**config.mk**
```make
export PLATFORM = sky130hd
export DESIGN_NAME = fifo_wr_arbiter
export DESIGN_NICKNAME = d
export VERILOG_FILES = /design/src/rtl/fifo_arb_pkg.sv /design/src/rtl/rr_priority_pick.sv /design/src/rtl/fifo_wr_arbiter.sv
export SDC_FILE = /design/constraint.sdc
export NUM_CORES = 1
export LEC_CHECK = 0
export BUFFER_PORTS_ARGS = -buffer_cell sky130_fd_sc_hd__buf_4
export CAP_MARGIN = 10
export CORE_MARGIN = 3
export CORE_UTILIZATION = 46
export DETAILED_ROUTE_END_ITERATION = 12
export PLACE_DENSITY = 0.89
export SLEW_MARGIN = 10
export SYNTH_ARGS = -nofsm -noshare
export SYNTH_HDL_FRONTEND = slang
export SYNTH_SLANG_ARGS = --single-unit
```
**constraint.sdc**
```tcl
create_clock -name clk_w -period 5 [get_ports clk_w]
set_input_delay 0.5 -clock clk_w [delete_from_list [all_inputs] [get_ports clk_w]]
set_output_delay 0.5 -clock clk_w [all_outputs]
set_load 0.005 [all_outputs]
```
**src/rtl/fifo_arb_pkg.sv**
```systemverilog
// rtl/fifo_arb_pkg.sv - shared types and rotating-priority pick for the FIFO write arbiter
package fifo_arb_pkg;

  typedef enum logic [0:0] {IDLE, XFER} arb_state_t;

  localparam int RR_MAX_N = 8;

  // Scans ptr, ptr+1, ... modulo n; wrap is an explicit subtract so n need not be a power of 2.
  function automatic logic rr_pick(input logic [RR_MAX_N-1:0] valid, input int ptr,
                                   input int n, output int idx);
    logic found;
    int   cand;
    found = 1'b0;
    idx   = 0;
    for (int k = 0; k < RR_MAX_N; k++) begin
      cand = ptr + k;
      if (cand >= n) cand = cand - n;
      if (k < n && !found && valid[cand[2:0]]) begin
        found = 1'b1;
        idx   = cand;
      end
    end
    return found;
  endfunction

endpackage

```
**src/rtl/rr_priority_pick.sv**
```systemverilog
// rtl/rr_priority_pick.sv - combinational rotating-priority selector over N request bits
module rr_priority_pick
  import fifo_arb_pkg::*;
#(
  parameter int  N   = 4,
  localparam int IDW = $clog2(N)
) (
  input  logic [N-1:0]   valid,
  input  logic [IDW-1:0] ptr,
  output logic [IDW-1:0] idx,
  output logic           found
);

  logic [RR_MAX_N-1:0] valid_ext;
  int                  idx_int;

  always_comb begin
    valid_ext        = '0;
    valid_ext[N-1:0] = valid;
    idx_int          = 0;
    found            = rr_pick(valid_ext, int'(ptr), N, idx_int);
    idx              = IDW'(idx_int);
  end

endmodule

```
**src/rtl/fifo_wr_arbiter.sv**
```systemverilog
// rtl/fifo_wr_arbiter.sv - packet-locked round-robin owner of the async FIFO write port
module fifo_wr_arbiter
  import fifo_arb_pkg::*;
#(
  parameter int  N         = 4,
  parameter int  DW        = 8,
  parameter int  MAX_BEATS = 16,
  localparam int IDW       = $clog2(N)
) (
  input  logic            clk_w,
  input  logic            arst_n,
  input  logic [N-1:0]    req_valid,
  input  logic [N*DW-1:0] req_data,
  input  logic [N-1:0]    req_last,
  output logic [N-1:0]    req_ready,
  input  logic            fifo_full,
  output logic            fifo_w_en,
  output logic [DW-1:0]   fifo_w_data,
  output logic [IDW-1:0]  grant_id,
  output logic            busy,
  output logic            ovl_err
);

  localparam int CW = $clog2(MAX_BEATS + 1);

  arb_state_t     state, state_next;
  logic [IDW-1:0] rr_ptr, rr_ptr_next, grant_next, pick_idx;
  logic [CW-1:0]  beat_cnt, beat_cnt_next;
  logic           ovl_next, pick_found;
  logic           own_valid, own_last;

  rr_priority_pick #(.N(N)) u_pick (
    .valid (req_valid),
    .ptr   (rr_ptr),
    .idx   (pick_idx),
    .found (pick_found)
  );

  assign own_valid = req_valid[grant_id];
  assign own_last  = req_last[grant_id];

  always_ff @(posedge clk_w or negedge arst_n) begin
    if (!arst_n) begin
      state    <= IDLE;
      grant_id <= '0;
      rr_ptr   <= '0;
      beat_cnt <= '0;
      ovl_err  <= 1'b0;
    end else begin
      state    <= state_next;
      grant_id <= grant_next;
      rr_ptr   <= rr_ptr_next;
      beat_cnt <= beat_cnt_next;
      ovl_err  <= ovl_next;
    end
  end

  // Ready is a function of state, owner and full only, so it never loops back through req_valid.
  always_comb begin
    state_next    = state;
    grant_next    = grant_id;
    rr_ptr_next   = rr_ptr;
    beat_cnt_next = beat_cnt;
    ovl_next      = ovl_err;
    req_ready     = '0;
    fifo_w_en     = 1'b0;
    fifo_w_data   = '0;
    busy          = 1'b0;
    case (state)
      IDLE: begin
        if (pick_found) begin
          grant_next = pick_idx;
          state_next = XFER;
        end
      end
      XFER: begin
        busy                = 1'b1;
        req_ready[grant_id] = !fifo_full;
        fifo_w_en           = own_valid && !fifo_full;
        fifo_w_data         = req_data[grant_id*DW +: DW];
        if (fifo_w_en) begin
          if (beat_cnt != CW'(MAX_BEATS)) beat_cnt_next = beat_cnt + CW'(1);
          else if (!own_last)             ovl_next      = 1'b1;
          if (own_last) begin
            state_next    = IDLE;
            beat_cnt_next = '0;
            rr_ptr_next   = (grant_id == IDW'(N - 1)) ? '0 : grant_id + IDW'(1);
          end
        end
      end
      default: state_next = IDLE;
    endcase
  end

endmodule

```
# Yosys cells after proc, flatten, opt, wreduce, memory -nomap -nowiden
# Index checks and enable logic that the tools add are counted.
[classes] addsub=9 n_lt_le_gt_ge=10 eq_ne=2 shifts=1 mux=37 bitwise_logic=4 reduce_logical=14
[op_table] op="$ge A32 B4 Y1 const B" count=3
[op_table] op="$shiftx A32 B6 Y8" count=1
[op_table] op="$lt A3 B4 Y1 const B" count=4
[op_table] op="$mux W1" count=16
[op_table] op="$bmux W1 S3" count=4
[op_table] op="$mux W3" count=4
[op_table] op="$mux W2" count=5
[op_table] op="$mux W5" count=2
[op_table] op="$sub A3 B3 Y3 const B" count=3
[op_table] op="$mux W8" count=1
[op_table] op="$add A2 B2 Y3 const B" count=2
[op_table] op="$reduce_and A3 Y1" count=2
[op_table] op="$add A5 B1 Y5 const B" count=1
[op_table] op="$logic_and A1 B1 Y1" count=5
[op_table] op="$ne A5 B5 Y1 const B" count=1
[op_table] op="$and A4 B4 Y4" count=1
[op_table] op="$bmux W1 S2" count=2
[op_table] op="$logic_not A1 Y1" count=4
[op_table] op="$mux W4" count=1
[op_table] op="$reduce_and A4 Y1" count=1
[op_table] op="$add A2 B1 Y3 const B" count=1
[op_table] op="$ge A2 B3 Y1 const B" count=1
[op_table] op="$lt A2 B3 Y1 const B" count=1
[op_table] op="$not A1 Y1" count=3
[op_table] op="other kinds (8)" count=8
[word_totals] regBits=11 output_inout_bits=17

# Longest topological paths before layout
# Gate-level depths: netlist of run 1.
[depth] ltp_word=16 mapped_depth=6 depth_no_buf=6

# By module
# From an unflattened synthesis of run 1, not the netlist that was laid out.
[unflattened] hier_cells=93 area_unflattened_um2=994.7
[by_module_without_submodules] mod="fifo_wr_arbiter" instances=1 cells_each=81 area_each_um2=920.9 seq_area_each_um2=275.3
[by_module_without_submodules] mod="rr_priority_pick" instances=1 cells_each=12 area_each_um2=73.8 seq_area_each_um2=0.0

# Worst setup path before layout of run 1
# OpenSTA, ideal clock, no wires.
[synth_timing] path_kind="flip-flop to output port" startpoint="reg grant_id[0]" endpoint="out fifo_w_data[0]" t_arrival_ns=1.468 required_ns=4.500 path_slack_ns=3.032 stages_incl_launch_ff=4 n_path_buf=1 cell_sequence="dfrtp_1 > buf_2 > mux4_2 > and2_1"
[synth_via] elab_chain_cells=2
[synth_lines] element="from (decl)" line="fifo_wr_arbiter.sv:19" text="output logic [IDW-1:0] grant_id,"
[synth_lines] element="from (signal assigned)" line="fifo_wr_arbiter.sv:51" text="grant_id <= grant_next;"
[synth_lines] element="$shiftx A32 B6 Y8" line="fifo_wr_arbiter.sv:80" text="fifo_w_data = req_data[grant_id*DW +: DW];"
[synth_lines] element="$mux W8" line="fifo_wr_arbiter.sv:69" text="case (state)"
[synth_lines] element="to (decl)" line="fifo_wr_arbiter.sv:18" text="output logic [DW-1:0] fifo_w_data,"
# Every way passes these cells.

# Worst setup path in the final report of run 1
[layout_timing] startpoint="reg grant_id[0]" endpoint="out fifo_w_data[1]"
# Same word-level chain as after synthesis.

==> results.cfg, run 1 <==
[setup_path]
critPathKind = flip-flop to output pin
required_ps = 4500
cp_num_buf_inv = 1
crit_chain = mux4_2 > and2_1 > buf_4
rr_worst_depth = 3
r2r_end = rr_ptr[1]
crit_arrival_ps = 1970
cpLargestDelayFamily = flip-flops
cp-start-kind = flip-flop
reg2reg_from = grant_id[0]
cpMaxStageDelayCell = dfrtp_1
slowest_delay_ps = 810
crit_fanout = 16
r2r_setup_slack_ps = 2820
worstSetupEndpointType = output pin

[sta]
finalMaxSlewViolations = 0
rsz0062_at_grt = no
fin_crit_sh = 0.495
tns_ps = 0
fmax_ghz = 0.404
fin_skew_ps = 2.87
tightest_slew_ps = 727
timing.final.ws_setup_ps = 2530
relSlewSlack = 0.515
period_needed_ps = 2470
finalSetupViolCount = 0
hold_viol = 0
holdWs_ps = 42.4

[floorplanning]
fp.dieH_um = 52.4
die_x_um = 52.4
fp-row-count = 16
die-area_um2 = 2750
initial_core_util = 0.496
coreArea_um2 = 2000
io_pins = 60

[global_routing]
grt_util_all_layers = 0.218
grt_max_degree = 17
grt_pass1_vias = 976
grt_pass1_wl_mm = 4.33
antenna_found_initial = 0
overflow = 0

[synthesis]
ys_seq_elements = 11
synth_edf_count = 0
synthArstFlopShare = 1.00
synth_compound_area_frac = 0.131
syn_inst = 97
synth_xor_area_frac = 0
synthMuxAreaShare = 0.257
synth_area_um2 = 992
syn_nets = 146
yosys.area_share.adder = 0.0757
synth_top_family_by_area = multiplexers
yosys_warnings = 0
avgSynthCellArea_um2 = 10.2
synth_cell_types = 31
yosys.area_share.simple = 0.218
yosysSeqAreaShare = 0.277
synth-main-ff-cell = dfrtp_1

[drt]
drt-pass1-iter-count = 4
ant_nets = 0
drtIter0Drc = 9
drc = 0
viasPerCell = 5.46
wl_mm = 2.95
routedWlPerCell_um = 16.0
vias = 1004

[pwr]
powerDensity_nw_per_um2 = 420
ir_drop_mv = 0.296
p_leak_nw = 0.718
pwr-share-clk = 0.099
p_int_mw = 0.386
comb_power_share = 0.595
p_seq_frac = 0.306
switching_share = 0.380
switching_power_mw = 0.236

[cts]
max-clock-path-buffers = 2
cts_tree = yes
cts_resized = 0
post-cts-setup-buffers = 0
cts-root-buf = clkbuf_4
postCtsHoldBufs = 0
h-tree-depth = 1
cts_made_buffers = 3
clock_sinks = 11
clk_latency_ps = 270
path_clk_slew_ps = 70

[placement]
gp_congestion = 0.824
dp_cells = 180
dp.final_hpwl_mm = 2.44
dpl_worst_slack_ps = 2790
port_buffers = 59

[finish]
num_antenna_cells = 0
drive_above_1_share = 0.471
synthToLayoutAreaGrowth_pct = 49.3
finalNetCount = 207
final_cells = 184

[run]
max_cap_viol_count = 0

[min_path]
hold_class = primary input to asynchronous set/reset pin

[run_status]
outcome = finished clean
-- cell usage after synthesis, types with 2 or more instances --
library cell	count	area, um^2
a21o_1	2	15.0
a21oi_1	2	10.0
and2_1	12	75.1
buf_2	2	10.0
dfrtp_1	11	275
ha_1	6	75.1
inv_1	7	26.3
mux2_2	2	22.5
mux2i_1	3	30.0
mux4_2	9	203
nand2_1	2	7.51
nand2b_1	2	12.5
nand3_1	2	10.0
nand3b_1	3	22.5
nor2_1	6	22.5
nor2b_1	5	31.3
o21ai_0	6	30.0
o31ai_1	2	15.0
-- kinds of logic (layout without fill, tap and decap cells) --
| family | Yosys count | after routing |
|---|---|---|
| adder cells (fa/ha/maj) | 6 | 6 |
| multiplexers | 14 | 14 |
| buffers and inverters | 10 | 70 |
| AO/OA/AOI/OAI | 19 | 19 |
| AND/OR/NAND/NOR | 37 | 37 |
| flip-flops | 11 | 11 |
-- metal layers --
metal | vias to the layer above | part of all wire | track usage
met5 | - | 0 | 0
met2 | 56 | 0.54 | 0.409
met1 | 465 | 0.34 | 0.219
met3 | 4 | 0.11 | 0.0513
met4 | 0 | 0.011 | 0.111
li1 | 479 | - | -
-- cell type report --
type | instances | area, um^2
Multi-Input combinational cell | 76 | 677
Fill cell | 153 | 520
Timing Repair Buffer | 59 | 443
Sequential cell | 11 | 275
Tap cell | 27 | 33.8
Clock buffer | 4 | 26.3
Inverter | 7 | 26.3
-- per-stage QoR --
| step | area (um^2) | total power [mW] | util |
|---|---|---|---|
| 2_1_floorplan | 992 | 0.402 | - |
| 3_3_place_gp | 1460 | 0.547 | 0.727 |
| 3_5_place_dp | 1460 | 0.566 | 0.727 |
| 4_1_cts | 1480 | 0.629 | 0.740 |
| 5_1_grt | 1480 | 0.672 | 0.740 |
| 6_report | 1480 | 0.622 | 0.740 |
-- worst max path at each step --
stage / startpoint / endpoint / depth (start not counted) / slack [ps]
2_1_floorplan: grant_id[0] / fifo_w_data[0] / 3 / 3030
3_3_place_gp: grant_id[0] / fifo_w_data[0] / 3 / 2810
3_5_place_dp: grant_id[0] / fifo_w_data[1] / 3 / 2790
6_report: grant_id[0] / fifo_w_data[1] / 3 / 2530
4_1_cts: grant_id[0] / fifo_w_data[1] / 3 / 2480
5_1_grt: grant_id[0] / fifo_w_data[6] / 3 / 2400
-- worst reg2reg max path, delay by kind of cell, from the launching register on --
family	cells	cell delay (ps)
flip-flops	1	810
multiplexers	2	1050
AND/OR/NAND/NOR	1	210
-- power by group through the flow --
stage          registers [mW]  logic [mW]  clock network, mW
2_1_floorplan           0.152       0.250                  0
3_3_place_gp            0.191       0.357                  0
3_5_place_dp            0.194       0.372                  0
4_1_cts                 0.192       0.373             0.0641
5_1_grt                 0.203       0.402             0.0672
6_report                0.190       0.370             0.0616
-- placed cells by master, fill, tap and decap left out, types with 5 or more instances in the layout --
cell type / n
ha_1: 6
nor2b_1: 5
nor2_1: 6
buf_4: 59
o21ai_0: 6
dfrtp_1: 11
and2_1: 12
inv_1: 7
mux4_2: 9
-- flip-flops by register name, summed over array words and instances (netlist names) --
register	cells
beat_cnt	5
grant_id	2
ovl_err	1
rr_ptr	2
state	1
Power figures use the tool's default switching activity.
==> inputs of run 2 (changes only) <==
--- a/config.mk
+++ b/config.mk
@@ -8,9 +8,9 @@
 export BUFFER_PORTS_ARGS = -buffer_cell sky130_fd_sc_hd__buf_4
 export CAP_MARGIN = 10
 export CORE_MARGIN = 3
-export CORE_UTILIZATION = 46
+export CORE_UTILIZATION = 43
 export DETAILED_ROUTE_END_ITERATION = 12
-export PLACE_DENSITY = 0.89
+export PLACE_DENSITY = 0.84
 export SLEW_MARGIN = 10
 export SYNTH_ARGS = -nofsm -noshare
 export SYNTH_HDL_FRONTEND = slang
==> constraint.sdc (replaced) <==
create_clock -name clk_w -period 2.4 [get_ports clk_w]
set_input_delay 0.24 -clock clk_w [delete_from_list [all_inputs] [get_ports clk_w]]
set_output_delay 0.24 -clock clk_w [all_outputs]
set_load 0.005 [all_outputs]
==> results.cfg, run 2 (same netlist as run 1, synthesis figures left out) <==
[floorplanning]
coreArea_um2 = 2060
fp.dieH_um = 54.0
initial_core_util = 0.481
die_x_um = 54.0
die-area_um2 = 2920
io_pins = 60
fp-row-count = 16

[run_status]
outcome = finished clean

[sta]
finalSetupViolCount = 0
rsz0062_at_grt = no
hold_viol = 0
tightest_slew_ps = 340
finalMaxSlewViolations = 0
fin_crit_sh = 0.835
fmax_ghz = 0.499
fin_skew_ps = 5.30
tns_ps = 0
relSlewSlack = 0.774
period_needed_ps = 2000
timing.final.ws_setup_ps = 397

[setup_path]
worstSetupEndpointType = output pin
required_ps = 2160
cp_common_cell = buf_4
cpMaxStageDelayCell = mux4_2
crit_chain = buf_4 > mux4_2 > and2_1 > buf_4
cpLargestDelayFamily = multiplexers
crit_arrival_ps = 1760
cp-start-kind = flip-flop
critPathKind = flip-flop to output pin
slowest_delay_ps = 500
cp_num_buf_inv = 2
crit_fanout = 7

[pwr]
powerDensity_nw_per_um2 = 875
power_mw = 1.33
p_leak_nw = 0.739
ir_drop_mv = 0.685

[drt]
wl_met3_um = 343
viasPerCell = 5.37
met2_length_mm = 1.34
ant_nets = 0
wl_mm = 2.86
routedWlPerCell_um = 15.2
drtIter0Drc = 22
top_layer = met4
vias = 1009
drc = 0
met1_length_mm = 1.16
drt-pass1-iter-count = 4

[cts]
post-cts-setup-buffers = 0
postCtsHoldBufs = 1
cts_made_buffers = 3
clk_latency_ps = 270
clock_sinks = 11
cts-root-buf = clkbuf_4
h-tree-depth = 1
cts_tree = yes
cts_resized = 0
path_clk_slew_ps = 70
max-clock-path-buffers = 2

[placement]
gp_congestion = 0.785
dpl_worst_slack_ps = 582
port_buffers = 59
dp.final_hpwl_mm = 2.32
dp_cells = 183

[global_routing]
antenna_found_initial = 0
grt_pass1_vias = 920
grt_max_degree = 15
grt_util_all_layers = 0.196
grt_pass1_wl_mm = 4.09
overflow = 0

[finish]
largest_reg_flops = 5
finalNetCount = 211
num_antenna_cells = 0
synthToLayoutAreaGrowth_pct = 52.7
final_common_cell = buf_4
multiInputGateArea_um2 = 677
largest_register = beat_cnt
final_cell_mix = 62 x buf_4, 12 x and2_1, 11 x dfrtp_1
fill_cells = 152
reg.largest.list = beat_cnt x5, grant_id x2, rr_ptr x2
post-route-util = 0.735
seq_area_um2 = 275
drive_above_1_share = 0.484
final_cells = 188

[min_path]
hold_class = primary input to flip-flop

[run]
max_cap_viol_count = 0
-- run 2: cell count changes in the layout (fill, tap and decap cells not counted), sizes merged --
cell | before | now
clkinv | 0 | 1
buf | 59 | 62
clkbuf | 4 | 3
dlygate4sd3 | 0 | 1
-- run 2: layout make-up --
class | count | area share
multi-input combinational | 76 | 0.447
timing repair buffer | 63 | 0.314
sequential | 11 | 0.182
tap | 27 | 0.0223
inverter | 7 | 0.0173
clock buffer | 3 | 0.0149
clock inverter | 1 | 0.00330
-- run 2: tightest hold or removal path: stages --
cell,delay (ps)
buf_4,110
o221ai_1,120
o21ai_0,80
-- run 2: final timing paths --
kind	startpoint	cells past startpoint	slack, ps	endpoint
setup / recovery	grant_id[0]	4	400	fifo_w_data[6]
hold / removal	req_valid[3]	3	310	grant_id[1]
setup reg to reg	state	4	570	beat_cnt[3]
hold reg to reg	ovl_err	1	470	ovl_err
max in group asynchronous	arst_n	2	1920	grant_id[1]
min in group asynchronous	arst_n	2	330	beat_cnt[2]
-- run 2: power by group --
| group | leakage, nW | switching [mW] | internal, mW |
|---|---|---|---|
| sequential | 0.140 | 0.0889 | 0.244 |
| combinational | 0.582 | 0.342 | 0.525 |
| clock | 0.0177 | 0.0638 | 0.0617 |
-- run 2: layer usage --
metal	vias to the layer above	track usage
met5	-	0
met4	0	0.0373
met3	2	0.0776
met2	47	0.345
met1	474	0.225
li1	486	-
-- run 2: per-stage QoR --
stage | hold slack (ps) | instance area, um^2
finish | 314 | 1520
global route | 299 | 1520
CTS | 311 | 1520
detailed placement | 79.2 | 1480
global placement | 77.6 | 1480
floorplan | -55.6 | 992
